--- config.mk ---
export PLATFORM = sky130hd
export DESIGN_NAME = cla_addsub_pipe
export DESIGN_NICKNAME = d
export VERILOG_FILES = /design/src/rtl/cla_addsub_pipe.sv
export SDC_FILE = /design/constraint.sdc
export NUM_CORES = 1
export LEC_CHECK = 0
export ABC_AREA = 1
export CAP_MARGIN = 20
export CORE_UTILIZATION = 55
export CTS_CLUSTER_SIZE = 10
export DETAILED_ROUTE_END_ITERATION = 6
export GPL_ROUTABILITY_DRIVEN = 0
export PLACE_DENSITY = 0.85
export SETUP_SLACK_MARGIN = 0.4
export SLEW_MARGIN = 40
export SYNTH_ARGS = -nofsm -noshare
export SYNTH_HDL_FRONTEND = slang
export SYNTH_SLANG_ARGS = --single-unit
--- constraint.sdc ---
create_clock -name clk -period 5.5 [get_ports clk]
set_input_delay 1.375 -clock clk [delete_from_list [all_inputs] [get_ports clk]]
set_output_delay 1.375 -clock clk [all_outputs]
set_load 0.005 [all_outputs]
--- src/rtl/cla_addsub_pipe.sv ---
// Pipelined carry-lookahead adder/subtractor with a valid/ready handshake.
// Define CLA_STATUS_FLAGS_EN to compute the ovf/zero flags; otherwise they are tied to 0.

module cla_grp_gp #(
  parameter int GW = 4
) (
  input  logic [GW-1:0] i_g,
  input  logic [GW-1:0] i_p,
  output logic          o_gg,
  output logic          o_gp
);
  always_comb begin
    o_gg = 1'b0;
    for (int j = 0; j < GW; j++) o_gg = i_g[j] | (i_p[j] & o_gg);
  end
  assign o_gp = &i_p;
endmodule

module cla_grp_sum #(
  parameter int GW = 4
) (
  input  logic [GW-1:0] i_g,
  input  logic [GW-1:0] i_p,
  input  logic          i_c,
  output logic [GW-1:0] o_s
);
  logic w_c;
  always_comb begin
    o_s = '0;
    w_c = i_c;
    for (int j = 0; j < GW; j++) begin
      o_s[j] = i_p[j] ^ w_c;
      w_c    = i_g[j] | (i_p[j] & w_c);
    end
  end
endmodule

module cla_addsub_pipe #(
  parameter int WIDTH  = 24,
  parameter int GROUP  = 4,
  parameter int STAGES = 2
) (
  input  logic             clk,
  input  logic             rst_n,
  input  logic             in_valid,
  output logic             in_ready,
  input  logic [WIDTH-1:0] a,
  input  logic [WIDTH-1:0] b,
  input  logic             sub,
  input  logic             cin,
  output logic             out_valid,
  input  logic             out_ready,
  output logic [WIDTH-1:0] sum,
  output logic             cout,
  output logic             ovf,
  output logic             zero
);
  localparam int NG = (WIDTH + GROUP - 1) / GROUP;
  localparam int LV = (NG > 1) ? $clog2(NG) : 1;

  typedef struct packed {
    logic [WIDTH-1:0] g;
    logic [WIDTH-1:0] p;
    logic [NG-1:0]    gg;
    logic [NG-1:0]    gp;
    logic             c0;
  } s1_t;

  typedef struct packed {
    logic [WIDTH-1:0] sum;
    logic             cout;
    logic             ovf;
    logic             zero;
  } res_t;

  logic [WIDTH-1:0]  w_effb, w_g, w_p, w_sum;
  logic [NG-1:0]     w_gg, w_gp;
  logic [NG:0]       w_gc;
  logic [NG-1:0]     w_tg [LV+1];
  logic [NG-1:0]     w_tp [LV+1];
  s1_t               w_s1, r_s1;
  res_t              w_res, w_out;
  logic [STAGES:1]   r_vld_pipe;
  logic [STAGES+1:1] w_en;
  logic              w_acc;

  // Input side: per-bit and per-group generate/propagate.
  assign w_effb = sub ? ~b : b;
  assign w_g    = a & w_effb;
  assign w_p    = a ^ w_effb;

  for (genvar k = 0; k < NG; k++) begin : g_grp
    localparam int LO = k * GROUP;
    localparam int GW = (k == NG - 1) ? WIDTH - LO : GROUP;
    cla_grp_gp #(.GW(GW)) u_gp (
      .i_g (w_g[LO +: GW]),
      .i_p (w_p[LO +: GW]),
      .o_gg(w_gg[k]),
      .o_gp(w_gp[k])
    );
    cla_grp_sum #(.GW(GW)) u_sum (
      .i_g(r_s1.g[LO +: GW]),
      .i_p(r_s1.p[LO +: GW]),
      .i_c(w_gc[k]),
      .o_s(w_sum[LO +: GW])
    );
  end

  always_comb begin
    w_s1.g  = w_g;
    w_s1.p  = w_p;
    w_s1.gg = w_gg;
    w_s1.gp = w_gp;
    w_s1.c0 = sub ^ cin;
  end

  // Kogge-Stone prefix over group G/P after the first register; no ripple between groups.
  always_comb begin
    w_tg[0] = r_s1.gg;
    w_tp[0] = r_s1.gp;
    for (int l = 0; l < LV; l++) begin
      for (int k = 0; k < NG; k++) begin
        if (k >= (1 << l)) begin
          w_tg[l+1][k] = w_tg[l][k] | (w_tp[l][k] & w_tg[l][k-(1<<l)]);
          w_tp[l+1][k] = w_tp[l][k] & w_tp[l][k-(1<<l)];
        end else begin
          w_tg[l+1][k] = w_tg[l][k];
          w_tp[l+1][k] = w_tp[l][k];
        end
      end
    end
    w_gc[0] = r_s1.c0;
    for (int k = 0; k < NG; k++) w_gc[k+1] = w_tg[LV][k] | (w_tp[LV][k] & r_s1.c0);
  end

  always_comb begin
    w_res.sum  = w_sum;
    w_res.cout = w_gc[NG];
`ifdef CLA_STATUS_FLAGS_EN
    // Carry into the MSB is recovered as sum ^ propagate at that bit.
    w_res.ovf  = w_sum[WIDTH-1] ^ r_s1.p[WIDTH-1] ^ w_gc[NG];
    w_res.zero = ~|w_sum;
`else
    w_res.ovf  = 1'b0;
    w_res.zero = 1'b0;
`endif
  end

  // A stage may load when it is empty or its successor is loading.
  always_comb begin
    w_en[STAGES+1] = out_ready;
    for (int s = STAGES; s >= 1; s--) w_en[s] = ~r_vld_pipe[s] | w_en[s+1];
  end

  assign in_ready = rst_n & w_en[1];
  assign w_acc    = in_valid & in_ready;

  always_ff @(posedge clk or negedge rst_n) begin
    if (!rst_n) begin
      r_vld_pipe <= '0;
    end else begin
      if (w_en[1]) r_vld_pipe[1] <= w_acc;
      for (int s = 2; s <= STAGES; s++)
        if (w_en[s]) r_vld_pipe[s] <= r_vld_pipe[s-1];
    end
  end

  always_ff @(posedge clk) begin
    if (w_acc) r_s1 <= w_s1;
  end

  if (STAGES > 1) begin : g_rpipe
    res_t r_res [2:STAGES];
    always_ff @(posedge clk) begin
      if (w_en[2]) r_res[2] <= w_res;
      for (int s = 3; s <= STAGES; s++)
        if (w_en[s]) r_res[s] <= r_res[s-1];
    end
    assign w_out = r_res[STAGES];
  end else begin : g_rcomb
    assign w_out = w_res;
  end

  assign out_valid = r_vld_pipe[STAGES];
  assign sum       = out_valid ? w_out.sum : '0;
  assign cout      = out_valid & w_out.cout;
  assign ovf       = out_valid & w_out.ovf;
  assign zero      = out_valid & w_out.zero;
endmodule
# Word level (Yosys, flattened, before mapping)
# Memories as Yosys holds them, arrays and structs flattened.
# Index checks and enable logic that the tools add are counted.
[word_totals] out_inout_bits=29 register_bits=62 mem_count=1 ramBits=25
[mem_list] memory="g_rpipe.r_res" depth=1 width=25 read_ports=1 rd_ports_with_merged_regs=0 wr=1 line="173" rtl="res_t r_res [2:STAGES];"
[op_classes] mux=4 reduce_logical=6 bitwise_logic=154
[op_table] op="$and A1 B1 Y1" count=67
[op_table] op="$or A1 B1 Y1" count=55
[op_table] op="$mux W24" count=2
[op_table] op="$xor A1 B1 Y1" count=25
[op_table] op="$and A24 B24 Y24" count=1
[op_table] op="$not A24 Y24" count=1
[op_table] op="$reduce_and A4 Y1" count=6
[op_table] op="$xor A24 B24 Y24" count=1
[op_table] op="$and A1 B1 Y1 const B" count=2
[op_table] op="$mux W1" count=2
[op_table] op="$not A1 Y1" count=2

# Depth between registers and ports, before layout
[logic_depth] word_depth=13 ltp_mapped=11 depth_no_buf=11

# Cells and area by module
# From an unflattened synthesis, not the netlist that was laid out.
[unflattened] hier_cells=363 hier_area_um2=4317.9
[modules_own_cells] module="cla_addsub_pipe" instances=1 area_each_um2=3619.7 seq_area_each_um2=2632.5 cells_per_inst=243
[modules_own_cells] module="cla_grp_sum" instances=6 area_each_um2=70.1 seq_area_each_um2=0.0 cells_per_inst=10
[modules_own_cells] module="cla_grp_gp" instances=6 area_each_um2=46.3 seq_area_each_um2=0.0 cells_per_inst=10

# Worst setup path before layout
# No wires, ideal clock.
[synth_path] kind="input-to-reg" from="input out_ready" to="register r_s1[0] in the netlist's numbering, enable pin" setup_ps=468 stages=4 path_buffers=0 slack_ps=1179 t_arrival_ps=3853 cell_sequence="inv_1 -> nand3_1 -> nand2_1 -> nor2_1"
[synth_via] elab_chain_len=4
[synth_rtl] item="start: declaration" line="52" rtl="input logic out_ready,"
[synth_rtl] item="$or A1 B1 Y1 (2 in a row)" line="152" rtl="for (int s = STAGES; s >= 1; s--) w_en[s] = ~r_vld_pipe[s] | w_en[s+1];"
[synth_rtl] item="$and A1 B1 Y1" line="155" rtl="assign in_ready = rst_n & w_en[1];"
[synth_rtl] item="$and A1 B1 Y1" line="156" rtl="assign w_acc = in_valid & in_ready;"
[synth_rtl] item="via w_acc" line="85" rtl="logic w_acc;"
[synth_rtl] item="end signal: assignment" line="169" rtl="if (w_acc) r_s1 <= w_s1;"
[synth_rtl] item="end: declaration" line="81" rtl="s1_t w_s1, r_s1;"
# The timed path passes the listed nets, and every way through them passes these cells.
# A chain may end at the register's enable or synchronous reset.

# Final worst setup path
[layout_path] from="input out_ready" to="output in_ready"
[layout_via] elab_chain_len=3
[layout_rtl] item="$or A1 B1 Y1 (2 in a row)" line="152"
[layout_rtl] item="$and A1 B1 Y1" line="155"
[layout_rtl] item="end: declaration" line="46" rtl="output logic in_ready,"
# No other way between the ends.

==> results.txt <==
status - finished, final reports clean
hold_buf cts - 0
global-route wire length before repair - 10.2 mm
die height - 87.7 um
Num CTS Buffers - 9
Reg2Reg Depth - 11
CP Data Arrival Time - 2.64 ns
CP endpoint kind - output pin
reg2reg start - r_s1[0]
worst hold stages - 2
critical hold path startpoint - r_vld_pipe[1]
Final nets - 518
number of port buffers - 80
max frequency - 249 MHz
Clock Sinks - 82
Clock Latency Late Sink - 0.35 ns
area grow syn2layout - 26.0%
largest net degree at the start of global routing - 29
Die Width - 87.7 um
pre-CTS setup slack - 1.47 ns
post-DP HPWL - 4.89 mm
filler cell count - 480
CP max FO - 2
fraction of layout cells with a size suffix above 1 - 0.0703
# Max-Cap Violations - 0
Hold Path Sink - r_vld_pipe[2]
Tmin final - 4.01 ns
endpoints failing hold - 0
Ports - 83
average wire per standard cell - 12.6 um
Req. time, crit path - 4.12 ns
YS warnings - 0
syn_area_per_cell - 12.0 sq um
worst relative slew slack - 0.469
reg-to-reg setup timing slack - 3.06 ns
Via density - 4.79
Post-Syn Area - 4040 sq um
post-synthesis sequential area ratio - 0.607
worst-margin pin slew - 0.795 ns
area of the multi-input gates - 1330 sq um
Max VDD drop - 141 uV
crit path kind - in2out
ratio of final minimum period to clock period - 0.730
Reg area - 2450 sq um
Worst Skew - 0.00936 ns
final worst setup slack - 1.49 ns
Final setup viols - 0
clock root buffer - clkbuf_8
Initial DRC Count - 154
leakage power - 2.24 nW
CTS resizes - 0
dpl cells - 507
antenna fix cells - 0
vias - 2,506
RR Endpoint - g_rpipe.r_res[2][16]
H-tree Lvls - 3
final wirelength - 6.57 mm
drt first pass iters - 6
Power Density - 285 nW/um^2
All-Layer GR Usage - 0.182
top cell type's share of synthesized area - 0.594
top cells by area, synth - edfxtp_1 (59%), ha_1 (13%), nand2_1 (6.9%), xor2_1 (5.4%), inv_1 (4.6%)
Yosys reg bits - 82
clock slew at reported path FFs - 0.08 ns
Post-Syn Instances - 336
Post-CTS Setup Bufs - 0
die area - 7690 sq um
initial antenna violation count - 0
core area - 6940 sq um
setup TNS - 0 ns
RSZ-0062 raised after global routing - no
Startpoint Class - primary input
CTS tree - yes
# rows - 30
cell taking the most area after synthesis - edfxtp_1
Initial Util - 0.582
largest buffer count on any clock path - 2
vias in the first global route - 2,377
final instance count without filler cells - 523
Synth cell types - 18
HP Class - reg2reg
GRT overflow - 0
DRC violations left - 0
Pins Over Slew Limit - 0
antenna viol nets, final - 0
cells in the final DEF, fill, tap and decap left out, drive strengths merged:
master	count
xor2	25
edfxtp	80
nand4	1
a21oi	4
buf	2
conb	2
inv	50
clkdlybuf4s50	80
nor2	14
clkbuf	10
or2	12
o21ai	2
nand3	15
clkinv	3
dfrtp	2
nand2	74
xnor2	6
ha	42
bufinv	1
clkinvlp	2
metrics by stage:
step	area (sq um)	power [mW]	util	hold slack [ns]
3_5_place_dp	4910	1.06	0.707	0.468
3_3_place_gp	4900	1.04	0.706	0.447
5_1_grt	5090	1.52	0.734	0.517
4_1_cts	5090	1.46	0.734	0.488
6_report	5090	1.45	0.734	0.491
2_1_floorplan	4050	0.930	-	0.435
area by class of cell:
type                            count  area share
Tap cell                           96      0.0236
Inverter                           50      0.0368
Timing Repair Buffer               82       0.160
Multi-Input combinational cell    197       0.261
Clock inverter                      6      0.0113
Clock buffer                       10      0.0251
Sequential cell                    82       0.482
worst max-delay path, cell delays in order:
cell and delay [ns]:
clkdlybuf4s50_1 0.45, inv_1 0.05, nand3_1 0.08, nand2_1 0.11, inv_1 0.08, clkdlybuf4s50_1 0.50
synth_stat cells, drive strengths merged:
master / n
edfxtp: 80
nand2: 74
inv: 50
ha: 42
xor2: 25
nand3: 15
nor2: 14
or2: 12
buf: 8
xnor2: 6
a21oi: 4
dfrtp: 2
o21ai: 2
conb: 1
nand4: 1
worst max path at each step:
stage | start | to | slack, ns | cells after the start
4_1_cts | out_ready | in_ready | 1.47 | 6
2_1_floorplan | out_ready | r_s1[0] | 1.18 | 4
5_1_grt | out_ready | in_ready | 1.38 | 6
3_5_place_dp | out_ready | in_ready | 1.47 | 6
6_report | out_ready | in_ready | 1.49 | 6
3_3_place_gp | out_ready | in_ready | 1.52 | 6
where the power goes:
group	internal, mW	switching (mW)	total (mW)
clock	0.206	0.202	0.408
combinational	0.139	0.117	0.257
sequential	0.762	0.0242	0.786
total	1.11	0.344	1.45
cell families after synthesis:
| family | after synthesis | synth area share |
|---|---|---|
| AND/OR/NAND/NOR | 116 | 0.120 |
| other | 1 | 0.000928 |
| adder cells (fa/ha/maj) | 42 | 0.130 |
| buffers and inverters | 58 | 0.0672 |
| AO/OA/AOI/OAI | 6 | 0.00743 |
| flip-flops | 82 | 0.607 |
| XOR/XNOR | 31 | 0.0672 |
layer usage:
metal	GRT usage	part of all wire
met5	0	0
met4	0.0939	0.013
met3	0.0311	0.045
met2	0.332	0.53
met1	0.204	0.41
flip-flops by register name, indices dropped and copies added, names as in the netlist:
| signal | cells |
|---|---|
| r_s1 | 55 |
| g_rpipe.r_res | 25 |
| r_vld_pipe | 2 |
(Power assumes the default switching activity.)
